$ cat src/rtl/frame_accumulator.sv
// Frame accumulator: two-stage pipeline summing samples and squared samples
// over frames of 2^FRAME_LEN_LOG2 accepted samples.
module frame_accumulator #(
  parameter int unsigned FRAME_LEN_LOG2 = 8
) (
  input  logic        clk,
  input  logic        rst,
  input  logic        en,
  input  logic [7:0]  sample,
  input  logic        sample_valid,
  output logic [23:0] sum,
  output logic [23:0] sum_sq,
  output logic        frame_done,
  output logic        busy
);

  typedef enum logic {IDLE, ACCUM} state_t;

  state_t                    state_q, state_d;
  logic                      s1_valid_q, s1_valid_d;
  logic [7:0]                s1_smp_q, s1_smp_d;
  logic [15:0]               s1_sq_q, s1_sq_d;
  logic [23:0]               acc_sum_q, acc_sum_d;
  logic [23:0]               acc_sq_q, acc_sq_d;
  logic [23:0]               sum_q, sum_d;
  logic [23:0]               sum_sq_q, sum_sq_d;
  logic [FRAME_LEN_LOG2-1:0] cnt_q, cnt_d;
  logic                      done_q, done_d;
  logic                      accept;
  logic [23:0]               add_sum, add_sq;

  always_comb begin
    state_d = state_q;
    unique case (state_q)
      IDLE:    if (en)  state_d = ACCUM;
      ACCUM:   if (!en) state_d = IDLE;
      default: state_d = IDLE;
    endcase
  end

  assign accept  = (state_q == ACCUM) && en && sample_valid;
  assign add_sum = acc_sum_q + 24'(s1_smp_q);
  assign add_sq  = acc_sq_q + 24'(s1_sq_q);

  always_comb begin
    s1_valid_d = accept;
    s1_smp_d   = s1_smp_q;
    s1_sq_d    = s1_sq_q;
    acc_sum_d  = acc_sum_q;
    acc_sq_d   = acc_sq_q;
    sum_d      = sum_q;
    sum_sq_d   = sum_sq_q;
    cnt_d      = cnt_q;
    done_d     = 1'b0;

    if (accept) begin
      s1_smp_d = sample;
      s1_sq_d  = 16'(sample) * 16'(sample);
    end

    // en low discards the partial frame, including a sample still in stage 1
    if (!en) begin
      cnt_d     = '0;
      acc_sum_d = '0;
      acc_sq_d  = '0;
    end else if (s1_valid_q) begin
      if (cnt_q == '1) begin
        sum_d     = add_sum;
        sum_sq_d  = add_sq;
        done_d    = 1'b1;
        acc_sum_d = '0;
        acc_sq_d  = '0;
        cnt_d     = '0;
      end else begin
        acc_sum_d = add_sum;
        acc_sq_d  = add_sq;
        cnt_d     = cnt_q + FRAME_LEN_LOG2'(1);
      end
    end
  end

  always_ff @(posedge clk) begin
    if (rst) begin
      state_q    <= IDLE;
      s1_valid_q <= 1'b0;
      s1_smp_q   <= '0;
      s1_sq_q    <= '0;
      acc_sum_q  <= '0;
      acc_sq_q   <= '0;
      sum_q      <= '0;
      sum_sq_q   <= '0;
      cnt_q      <= '0;
      done_q     <= 1'b0;
    end else begin
      state_q    <= state_d;
      s1_valid_q <= s1_valid_d;
      s1_smp_q   <= s1_smp_d;
      s1_sq_q    <= s1_sq_d;
      acc_sum_q  <= acc_sum_d;
      acc_sq_q   <= acc_sq_d;
      sum_q      <= sum_d;
      sum_sq_q   <= sum_sq_d;
      cnt_q      <= cnt_d;
      done_q     <= done_d;
    end
  end

  assign sum        = sum_q;
  assign sum_sq     = sum_sq_q;
  assign frame_done = done_q;
  assign busy       = s1_valid_q | (cnt_q != '0);

endmodule
$ cat config.mk
export PLATFORM = sky130hd
export DESIGN_NAME = frame_accumulator
export DESIGN_NICKNAME = d
export VERILOG_FILES = /design/src/rtl/frame_accumulator.sv
export SDC_FILE = /design/constraint.sdc
export NUM_CORES = 1
export LEC_CHECK = 0
export ABC_CLOCK_PERIOD_IN_PS = 6700
export BUFFER_PORTS_ARGS = -buffer_cell sky130_fd_sc_hd__buf_2
export CORE_ASPECT_RATIO = 0.75
export CORE_UTILIZATION = 41
export DETAILED_ROUTE_END_ITERATION = 7
export GPL_ROUTABILITY_DRIVEN = 0
export SLEW_MARGIN = 20
export SYNTH_ARGS = -nofsm -noshare
export SYNTH_HDL_FRONTEND = slang
export SYNTH_SLANG_ARGS = --single-unit
$ cat constraint.sdc
create_clock -name clk -period 6.7 [get_ports clk]
set_input_delay 1.005 -clock clk [delete_from_list [all_inputs] [get_ports clk]]
set_output_delay 1.005 -clock clk [all_outputs]
set_load 0.03 [all_outputs]
# Word level (Yosys, flattened, before mapping)
# Cells that the tools add are included.
# word_totals
reg_bits	131
word_cells	29
out_inout_bits	50
inputBits	12
# op_classes
reduce_logical	6
muxes	5
n_bitwise	3
n_eq_ne	1
n_addsub	3
multipliers	1
# ops
op	n
2-to-1 mux 24 bit	2
adder 24 x 16 -> 24 bit	1
adder 24 x 8 -> 24 bit	1
multiplier 8 x 8 -> 16 bit	1
adder 8 x 1 -> 8 bit (second input constant)	1
== test 8 bit (second input constant)	1
2-to-1 mux 8 bit	1
nonzero test 8 bit	1
AND reduction 3 bit	1
OR reduction 3 bit	1
logical AND 1 bit	2
2-to-1 mux 1 bit	2
inverter 1 bit	2
OR reduction 2 bit	1
bitwise OR 1 bit	1

# Depth between registers and ports, before layout
# Gate-level depths: netlist of run 1.
# logic_depth
ltp_word	2
ltp_mapped	17
mapped_depth_nobuf	16

# Least setup slack after synthesis of run 1
# OpenSTA, ideal clock, no wires.
# synth_path
path_type	input-to-reg
start	input sample[6]
end	register s1_sq_q[15]
t_arrival_ns	4.803
cell_stages	15
required_ns	6.583
setup_time_ns	0.117
path_slack_ns	1.779
path_buffers	1
cell_sequence	clkbuf_1 -> and2_1 -> fa_1 -> fa_1 -> inv_1 -> fa_1 -> fa_1 -> inv_1 -> ha_1 -> o21ai_0 -> a21boi_0 -> a21oi_1 -> o21ai_0 -> mux2i_1 -> nand2_1
# synth_via
elab_chain_len	1
# synth_lines
item	line_no	rtl
start: declaration	9	input logic [7:0] sample,
multiplier 8 x 8 -> 16 bit	58	s1_sq_d = 16'(sample) * 16'(sample);
end signal: assignment	98	s1_sq_q <= s1_sq_d;
end: declaration	22	logic [15:0] s1_sq_q, s1_sq_d;
# Every way passes these cells.
# A chain may end at the register's enable or synchronous reset.

# Worst setup path after layout of run 1
# layout_path
start	input sample[2]
end	register s1_sq_q[13]
# Same word-level chain as after synthesis.

==> out/results.ini, run 1 <==
[global_routing]
overflow=0
grt_pass1_wl_mm=33.0
grt_pass1_vias=6407
antenna_found_initial=0
grt_max_degree=57
grt_use_total_pct=20.9

[logic_synthesis]
ys_warn_count=0
synthArstFlopShare_pct=0
synth-edff-count=0
syn_area_mm2=0.00804
syn_avg_cell_area_um2=8.27
synth-seq-cells=129
yosysSeqAreaShare_pct=32.1
synth.distinct_cells=68
synthCells=972
synth_flop_cell=dfxtp_1

[cts]
ctsRootBufferMaster=clkbuf_16
clk_pin_slew_ps=60
cts_hold_buf=0
clock_latency_ps=420
cts_sinks=129
cts_buffer_depth=2
htree_levels=4
tritoncts=yes
post_cts_buffers=0
cts_resized=0
numCtsBuffers=17

[worst_setup_path]
worst_ep_required_time_ps=7010
end_kind=flip-flop
critPathArrivalTime_ps=5060
critPathKind=input port to flip-flop
critPathLaunchType=input port
cp_max_fo=9
ff2ff_setup_slack_ps=4040

[cells_and_area]
final_common_cell=dfxtp_1
nets=1092
antenna_cells=0
fillers=1828
syn_to_final_growth_pct=12.5
drive_gt1_share_pct=11.9
final_cell_mix=129 x dfxtp_1, 117 x nand2_1, 80 x a21oi_1

[die]
coreArea_mm2=0.0188
rows=43
io_pins=62
die_h_um=123
die_w_um=164
start_util_pct=42.7
dieArea_mm2=0.0202

[drt]
via_count=6816
drtAntennaViolNets=0
dr.first_iter.drc_count=465
wl_per_cell_um=15.8
first_pass_iters=5
drc_errors=0
totalWireLength_mm=19.9
routed_via_density=5.41

[status]
status=finished clean

[power]
p_leak_nw=3.81
p_seq_share_pct=37.3
p_sw_share_pct=28.9
ir_drop_mv=0.144
p_int_mw=1.49
combPwrFrac_pct=19.4
switching_power_uw=603
clkPwrFrac_pct=43.4
power_density_mw_per_mm2=231

[timing]
relSlewSlack_pct=34.5
maxSlewViolCount=0
timing.final.crit_period_ps=4750
skew_ps=11.7
tightest_slew_ps=981
finalHoldViolations=0
whs_ps=450
setup-violations-final=0
rsz0062_at_grt=no
final.period_utilization_pct=70.9
worst_slack_ps=1950
max_freq_mhz=211
fin_tns_setup_ps=0

[run]
max_cap_viol_count=0

[hold_path]
holdCritPathClass=flip-flop to flip-flop

[place]
portBuffers=61
pre_cts_slack_ps=1560
hpwlAfterDp_mm=14.4

-- worst paths after layout --
check	start	end	cells after the start
setup reg to reg	s1_valid_q$_SDFF_PP0_	acc_sum_q[11]$_SDFFE_PP0P_	6
setup / recovery	sample[2]	s1_sq_q[13]$_SDFFE_PP0P_	14
hold reg to reg	sum_sq[0]$_SDFFE_PP0P_	sum_sq[0]$_SDFFE_PP0P_	2
hold / removal	sum_sq[0]$_SDFFE_PP0P_	sum_sq[0]$_SDFFE_PP0P_	2
-- per-layer routing --
metal / global-route usage (%) / part of all wire [%]
met1: 31.2 / 53
met2: 30.6 / 40
met5: 0 / 0
met4: 5.67 / 1.1
met3: 3.39 / 5.5
-- critical path: stages --
cell and delay, ps:
buf_2 170, and2_1 240, fa_1 470, fa_1 540
inv_1 60, fa_1 500, fa_1 540, inv_1 40
ha_1 320, o21ai_0 240, a21boi_0 190, a21oi_1 270
o21ai_0 150, o311ai_0 310
-- cell usage after synthesis (19+ instances only) --
cell type / instances / area share (%)
nor2_1: 64 / 3.0
ha_1: 53 / 8.3
dfxtp_1: 129 / 32
xor2_1: 19 / 2.1
nand3_1: 26 / 1.6
clkbuf_1: 40 / 1.9
and2_1: 27 / 2.1
a21oi_1: 80 / 5.0
o21ai_0: 56 / 3.5
fa_1: 26 / 6.5
nand2_1: 117 / 5.5
inv_1: 69 / 3.2
xnor2_1: 37 / 4.0
-- flip-flops by register name (all words and copies together) (netlist names) --
signal / cells
cnt_q: 8
acc_sum_q: 24
frame_done: 1
sum_sq: 24
state_q: 1
s1_smp_q: 8
s1_sq_q: 14
sum: 24
s1_valid_q: 1
acc_sq_q: 24
-- metrics by stage --
step           power [mW]  utilization, %  cell area, um2  cells
6_report             2.09            48.0            9040   1260
5_1_grt              2.20            48.0            9040   1260
4_1_cts              2.11            48.0            9040   1260
3_5_place_dp         1.20            45.0            8470   1229
3_3_place_gp         1.20            45.0            8470   1229
2_1_floorplan        1.11               -            8040    973
-- final cells by class --
cell class	instances	area (um2)	share of cell area, %
clock buffers	18	429	4.75
clock inverters	13	139	1.54
inverters	70	263	2.91
multi-input cells	714	4950	54.8
flip-flops and latches	129	2580	28.6
well taps	247	309	3.42
repair buffers	69	365	4.04
-- cell families after synthesis --
family,count (synthesis),share of synthesized area [%]
AOI/OAI and AO/OA,270,22.3
xor gates and xnor gates,56,6.10
adders and majority gates,79,14.7
buffers and inverters,130,6.43
DFF,129,32.1
muxes,4,0.514
other,1,0.0467
and+or+nand+nor,303,17.7
-- power by group through the flow --
stage                     Sequential [mW]  Clock [mW]  Combinational [mW]
after CTS                           0.778       0.921               0.407
after global routing                0.779       0.949               0.469
after global placement              0.795           0               0.403
after floorplan                     0.793           0               0.320
final                               0.778       0.906               0.405
after detailed placement            0.795           0               0.405
No activity file was read; power rests on OpenSTA's default activity.
==> run 2: changes to the inputs <==
- ABC_AREA: not set -> 1
- ABC_CLOCK_PERIOD_IN_PS: 6700 -> 4200
- clock period: 6.7 -> 4.2 ns (I/O delays scaled with it)
==> out/results.ini, run 2 <==
[status]
status=finished clean  ; unchanged

[die]
start_util_pct=42.5  ; was 42.7%
die_w_um=171  ; was 164 um
coreArea_mm2=0.0206  ; was 0.0188 mm2
dieArea_mm2=0.0219  ; was 0.0202 mm2
rows=45  ; was 43
die_h_um=128  ; was 123 um
io_pins=62  ; unchanged

[logic_synthesis]
synth_common_cells=402 x nand2_1, 221 x inv_1, 129 x dfxtp_1  ; was 129 x dfxtp_1, 117 x nand2_1, 80 x a21oi_1
synth_flop_cell=dfxtp_1  ; unchanged
yosysSeqAreaShare_pct=29.6  ; was 32.1%
synth-edff-count=0  ; unchanged
synth_largest_area_cell=dfxtp_1  ; unchanged
synthArstFlopShare_pct=0  ; unchanged
syn_area_mm2=0.00873  ; was 0.00804 mm2
synth_top_area_share_pct=29.6  ; was 32.1%
yosysMostFrequentCell=nand2_1  ; was dfxtp_1
synth-seq-cells=129  ; unchanged
ys_warn_count=0  ; unchanged
synth.distinct_cells=40  ; was 68
syn_avg_cell_area_um2=6.59  ; was 8.27 um2
synthTopCellsByArea=dfxtp_1 30%, nand2_1 17%, inv_1 9.5%  ; was dfxtp_1 32%, ha_1 8.3%, fa_1 6.5%
synthCells=1324  ; was 972

[cells_and_area]
nets=1474  ; was 1,092
fin_cells=1676  ; was 1,260
final_cell_mix=402 x nand2_1, 220 x inv_1, 129 x dfxtp_1  ; was 129 x dfxtp_1, 117 x nand2_1, 80 x a21oi_1
drive_gt1_share_pct=9.54  ; was 11.9%
antenna_cells=0  ; unchanged
final_common_cell=nand2_1  ; was dfxtp_1
syn_to_final_growth_pct=14.9  ; was 12.5%

[drt]
dr.first_iter.drc_count=640  ; was 465
drc_errors=0  ; unchanged
drtAntennaViolNets=0  ; unchanged
totalWireLength_mm=22.1  ; was 19.9 mm
via_count=8129  ; was 6,816
routed_via_density=4.85  ; was 5.41
wl_per_cell_um=13.2  ; was 15.8 um
first_pass_iters=7  ; was 5

[global_routing]
grt_max_degree=63  ; was 57
grt_use_total_pct=21.5  ; was 20.9%
grt_pass1_vias=7499  ; was 6,407
grt_pass1_wl_mm=37.0  ; was 33.0 mm
overflow=0  ; unchanged
antenna_found_initial=0  ; unchanged

[cts]
post_cts_buffers=0  ; unchanged
cts_sinks=129  ; unchanged
numCtsBuffers=17  ; unchanged
ctsRootBufferMaster=clkbuf_16  ; unchanged
clock_latency_ps=430  ; was 420 ps
cts_buffer_depth=2  ; unchanged
tritoncts=yes  ; unchanged
clk_pin_slew_ps=60  ; about the same
htree_levels=4  ; unchanged

[worst_setup_path]
cp_slowest_stage_delay_ps=550  ; was 540 ps
critPathKind=input port to flip-flop  ; unchanged
reg2reg_from=cnt_q[1]$_SDFFE_PP0P_  ; was s1_valid_q$_SDFF_PP0_
critPathLaunchType=input port  ; unchanged
crit_start=sample[7]  ; was sample[2]
reg2regPathDepth=8  ; was 6
r2r-end=sum[6]$_SDFFE_PP0P_  ; was acc_sum_q[11]$_SDFFE_PP0P_
critPathArrivalTime_ps=4260  ; was 5060 ps
ff2ff_setup_slack_ps=1590  ; was 4040 ps
end_kind=flip-flop  ; unchanged
setup.worst_path.end=s1_sq_q[13]$_SDFFE_PP0P_  ; unchanged
slowest_stage=fa_1  ; unchanged
cp_max_fo=4  ; was 9
crit_chain=buf_2 > nand2_1 > inv_1 > fa_1 > fa_1 > inv_1 > fa_1 > fa_1 > inv_1 > ha_1 > a21oi_1 > o21ai_0 > nand2_1 > nand3_1 > nand2_1 > nand3_1 > o211ai_1 > inv_1  ; was buf_2 > and2_1 > fa_1 > fa_1 > inv_1 > fa_1 > fa_1 > inv_1 > ha_1 > o21ai_0 > a21boi_0 > a21oi_1 > o21ai_0 > o311ai_0
worst_ep_required_time_ps=4510  ; was 7010 ps

[timing]
max_freq_mhz=253
setup-violations-final=0  ; unchanged
tightest_slew_ps=1040  ; was 981 ps
final.period_utilization_pct=94.0
finalHoldViolations=0  ; unchanged
maxSlewViolCount=0  ; unchanged
skew_ps=12.6  ; was 11.7 ps
fin_tns_setup_ps=0  ; unchanged
whs_ps=469  ; was 450 ps
timing.final.crit_period_ps=3950
rsz0062_at_grt=no  ; unchanged
relSlewSlack_pct=30.9  ; was 34.5%

[place]
dpl.cell_count=1646  ; was 1,229
hpwlAfterDp_mm=16.4  ; was 14.4 mm
portBuffers=61  ; unchanged

[power]
p_int_mw=2.64  ; was 1.49 mW
ir_drop_mv=0.218  ; was 0.144 mV
p_sw_share_pct=29.6  ; was 28.9%
clkPwrFrac_pct=44.3  ; was 43.4%
power_mw=3.75  ; was 2.09 mW
power_density_mw_per_mm2=373  ; was 231 mW/mm2
p_seq_share_pct=33.1  ; was 37.3%
p_leak_nw=5.15  ; was 3.81 nW
combPwrFrac_pct=22.7  ; was 19.4%
switching_power_mw=1.11  ; was 603 uW

[run]
max_cap_viol_count=0  ; unchanged

[hold_path]
holdCritPathClass=flip-flop to flip-flop  ; unchanged

-- run 2: layout make-up --
class,instances,area [um2]
fill,2107,10500
multi-input combinational,925,5120
sequential,129,2580
inverter,225,846
timing repair buffer,85,498
clock buffer,18,429
tap,282,353
clock inverter,12,206
-- run 2: layer usage --
metal	routed length (um)	global-route usage (%)	share of wire [%]
met5	0	0	0
met4	167	4.88	0.76
met2	9630	34.1	44
met1	11400	30.6	52
met3	903	3.26	4.1
-- run 2: worst min-delay path by stage --
| stage | start | to | slack, ps | cells past startpoint |
|---|---|---|---|---|
| floorplan | acc_sq_q[5]$_SDFFE_PP0P_ | acc_sq_q[5]$_SDFFE_PP0P_ | 450 | 2 |
| global placement | acc_sum_q[0]$_SDFFE_PP0P_ | acc_sum_q[0]$_SDFFE_PP0P_ | 460 | 2 |
| detailed placement | acc_sq_q[14]$_SDFFE_PP0P_ | acc_sq_q[14]$_SDFFE_PP0P_ | 460 | 2 |
| CTS | acc_sq_q[14]$_SDFFE_PP0P_ | acc_sq_q[14]$_SDFFE_PP0P_ | 470 | 2 |
| global route | acc_sq_q[13]$_SDFFE_PP0P_ | acc_sq_q[13]$_SDFFE_PP0P_ | 490 | 2 |
| finish | acc_sq_q[8]$_SDFFE_PP0P_ | acc_sq_q[8]$_SDFFE_PP0P_ | 470 | 2 |
-- run 2: repair_timing --
item                       4_1_cts  5_1_grt
hold buffers                     0        0
resized for setup                0        2
setup endpoints to repair        0        1
-- run 2: critical path, delay by kind of cell --
family / cells / cell delay (ps)
buffers and inverters: 5 / 360
adder cells (fa/ha/maj): 5 / 2420
AO/OA/AOI/OAI: 3 / 510
AND/OR/NAND/NOR: 5 / 350
-- run 2: logic make-up after synthesis --
family / Yosys count / synth area share, %
flip-flops: 129 / 29.6
AO/OA/AOI/OAI: 188 / 12.3
AND/OR/NAND/NOR: 629 / 29.6
XOR/XNOR: 27 / 2.71
other: 1 / 0.0430
buffers and inverters: 271 / 12.1
adder cells (fa/ha/maj): 79 / 13.6
-- run 2: through the flow --
| stage | setup slack (ps) | cell area (um2) | util (%) |
|---|---|---|---|
| 3_3_place_gp | -84.1 | 9390 | 45.7 |
| 4_1_cts | 298 | 10000 | 48.8 |
| 5_1_grt | 0.898 | 10000 | 48.8 |
| 6_report | 252 | 10000 | 48.8 |
| 2_1_floorplan | 27.6 | 8760 | - |
| 3_5_place_dp | -134 | 9390 | 45.7 |
-- run 2: power by group through the flow --
stage	Combinational (mW)	Sequential (mW)	Clock, mW
2_1_floorplan	0.584	1.26	0
3_5_place_dp	0.823	1.27	0
3_3_place_gp	0.812	1.27	0
4_1_cts	0.829	1.24	1.68
6_report	0.849	1.24	1.66
5_1_grt	0.956	1.24	1.73
==> run 3: changes to the inputs <==
--- a/config.mk
+++ b/config.mk
@@ -10,7 +10,8 @@
 export BUFFER_PORTS_ARGS = -buffer_cell sky130_fd_sc_hd__buf_2
 export CORE_ASPECT_RATIO = 0.75
-export CORE_UTILIZATION = 41
+export CORE_UTILIZATION = 50
 export DETAILED_ROUTE_END_ITERATION = 7
 export GPL_ROUTABILITY_DRIVEN = 0
+export PLACE_DENSITY = 0.71
 export SLEW_MARGIN = 20
 export SYNTH_ARGS = -nofsm -noshare
==> constraint.sdc (replaced) <==
create_clock -name clk -period 4.2 [get_ports clk]
set_input_delay 0.21 -clock clk [delete_from_list [all_inputs] [get_ports clk]]
set_output_delay 0.21 -clock clk [all_outputs]
set_load 0.03 [all_outputs]
==> out/results.ini, run 3 (synthesis gave the netlist of run 2 again) <==
[status]
status=finished clean  ; unchanged

[drt]
first_pass_iters=5  ; was 7
routed_via_density=5.12  ; was 4.85
wl_per_cell_um=13.3  ; was 13.2 um
drc_errors=0  ; unchanged
totalWireLength_mm=21.1  ; was 22.1 mm
drtAntennaViolNets=0  ; unchanged
via_count=8150  ; was 8,129
dr.first_iter.drc_count=606  ; was 640

[cells_and_area]
fin_cells=1592  ; was 1,676
syn_to_final_growth_pct=12.0  ; was 14.9%
final_cell_mix=402 x nand2_1, 221 x inv_1, 129 x dfxtp_1  ; was 402 x nand2_1, 220 x inv_1, 129 x dfxtp_1
fin_area_mm2=0.00978  ; was 0.0100 mm2
final_common_cell=nand2_1  ; unchanged
antenna_cells=0  ; unchanged
drive_gt1_share_pct=8.13  ; was 9.54%
nets=1456  ; was 1,474

[cts]
cts_hold_buf=0  ; unchanged
htree_levels=4  ; unchanged
cts_resized=0  ; unchanged
numCtsBuffers=17  ; unchanged
clock_latency_ps=420  ; was 430 ps
tritoncts=yes  ; unchanged
ctsRootBufferMaster=clkbuf_16  ; unchanged
post_cts_buffers=0  ; unchanged
cts_buffer_depth=2  ; unchanged
cts_sinks=129  ; unchanged
clk_pin_slew_ps=60  ; about the same

[timing]
finalHoldViolations=0  ; unchanged
skew_ps=11.9  ; was 12.6 ps
max_freq_mhz=266  ; was 253 MHz
maxSlewViolCount=0  ; unchanged
fin_tns_setup_ps=0  ; unchanged
final.period_utilization_pct=89.5  ; was 94.0%
timing.final.crit_period_ps=3760  ; was 3950 ps
relSlewSlack_pct=31.1  ; was 30.9%
rsz0062_at_grt=no  ; unchanged
setup-violations-final=0  ; unchanged
tightest_slew_ps=1030  ; was 1040 ps

[global_routing]
globalRouteMet1Util_pct=33.6  ; was 30.6%
grtUsageMet2_pct=39.8  ; was 34.1%
antenna_found_initial=0  ; unchanged
grt_pass1_vias=7304  ; was 7,499
overflow=0  ; unchanged
grt_max_degree=63  ; unchanged
grt_util_met3_pct=3.64  ; was 3.26%
grt_use_total_pct=24.5  ; was 21.5%
grt_pass1_wl_mm=35.0  ; was 37.0 mm
busiest_layer=met2  ; unchanged

[place]
dpl.cell_count=1561  ; was 1,646
portBuffers=61  ; unchanged
hpwlAfterDp_mm=15.5  ; was 16.4 mm
dpl_cell_area_mm2=0.00915  ; was 0.00939 mm2

[die]
dieArea_mm2=0.0180  ; was 0.0219 mm2
rows=41  ; was 45
die_w_um=155  ; was 171 um
io_pins=62  ; unchanged
die_h_um=116  ; was 128 um
coreArea_mm2=0.0169  ; was 0.0206 mm2
start_util_pct=51.6  ; was 42.5%

[worst_setup_path]
crit_buf_inv=6  ; was 5
slowest_stage=fa_1  ; unchanged
worst_ep_required_time_ps=4510  ; about the same
critPathTopFamily=adder cells  ; unchanged
critPathKind=input port to flip-flop  ; unchanged
critPathArrivalTime_ps=4070  ; was 4260 ps
crit_chain=buf_2 > nand2_1 > fa_1 > inv_1 > fa_1 > fa_1 > inv_1 > fa_1 > inv_1 > ha_1 > a21oi_1 > o21ai_0 > inv_1 > nand2_1 > nand2_1 > nand2_1 > nand2_1 > nand2_1 > o21bai_1 > inv_1  ; was buf_2 > nand2_1 > inv_1 > fa_1 > fa_1 > inv_1 > fa_1 > fa_1 > inv_1 > ha_1 > a21oi_1 > o21ai_0 > nand2_1 > nand3_1 > nand2_1 > nand3_1 > o211ai_1 > inv_1
critPathLaunchType=input port  ; unchanged
cp_max_fo=8  ; was 4
cp_slowest_stage_delay_ps=550  ; about the same
cp_common_cell=nand2_1
end_kind=flip-flop  ; unchanged

[power]
ir_drop_mv=0.264  ; was 0.218 mV
p_leak_nw=5.05  ; was 5.15 nW
power_density_mw_per_mm2=364  ; was 373 mW/mm2

[hold_path]
holdCritPathClass=input port to flip-flop  ; was flip-flop to flip-flop

[run]
max_cap_viol_count=0  ; unchanged

[run 3: layout make-up]
type,instances,area [um2]
Inverter,225,845
Clock buffer,19,443
Fill cell,1626,7150
Multi-Input combinational cell,925,5090
Clock inverter,12,183
Sequential cell,129,2580
Timing Repair Buffer,67,363
Tap cell,215,269
[run 3: through the flow]
step | power (mW) | hold WS [ps] | setup slack [ps] | util (%)
final | 3.56 | 76.0 | 443 | 57.8
after global routing | 3.74 | 84.4 | 118 | 57.8
after CTS | 3.57 | 76.0 | 490 | 57.8
after detailed placement | 1.98 | 461 | 59.6 | 54.1
after global placement | 1.97 | 456 | 157 | 54.1
after floorplan | 1.82 | 449 | 251 | -
[run 3: worst reg2reg max path, delay by kind of cell (launching register included)]
kind,cells,cell delay (ps)
AND/OR/NAND/NOR,3,850
buffers and inverters,3,740
flip-flops,1,380
AO/OA/AOI/OAI,1,330
adder cells (fa/ha/maj),1,190
[run 3: final timing paths]
check | from | endpoint | cells after the start | slack, ps
min | sample[7] | s1_smp_q[7]$_SDFFE_PP0P_ | 3 | 80
min reg2reg | acc_sq_q[10]$_SDFFE_PP0P_ | acc_sq_q[10]$_SDFFE_PP0P_ | 2 | 470
max reg2reg | cnt_q[1]$_SDFFE_PP0P_ | sum[6]$_SDFFE_PP0P_ | 8 | 1620
max | sample[2] | s1_sq_q[14]$_SDFFE_PP0P_ | 20 | 440
[run 3: report_power, final]
| part | switching [mW] | total (mW) | internal [mW] |
|---|---|---|---|
| sequential | 0.00683 | 1.24 | 1.23 |
| combinational | 0.471 | 0.733 | 0.263 |
| clock | 0.580 | 1.59 | 1.01 |
| total | 1.06 | 3.56 | 2.50 |
[run 3: layer usage]
layer,share of wire (%),vias up,wire (um)
met5,0,-,0
met4,1.3,0,268
met3,4.5,27,958
met2,44,202,9200
met1,51,3696,10700
li1,-,4225,-
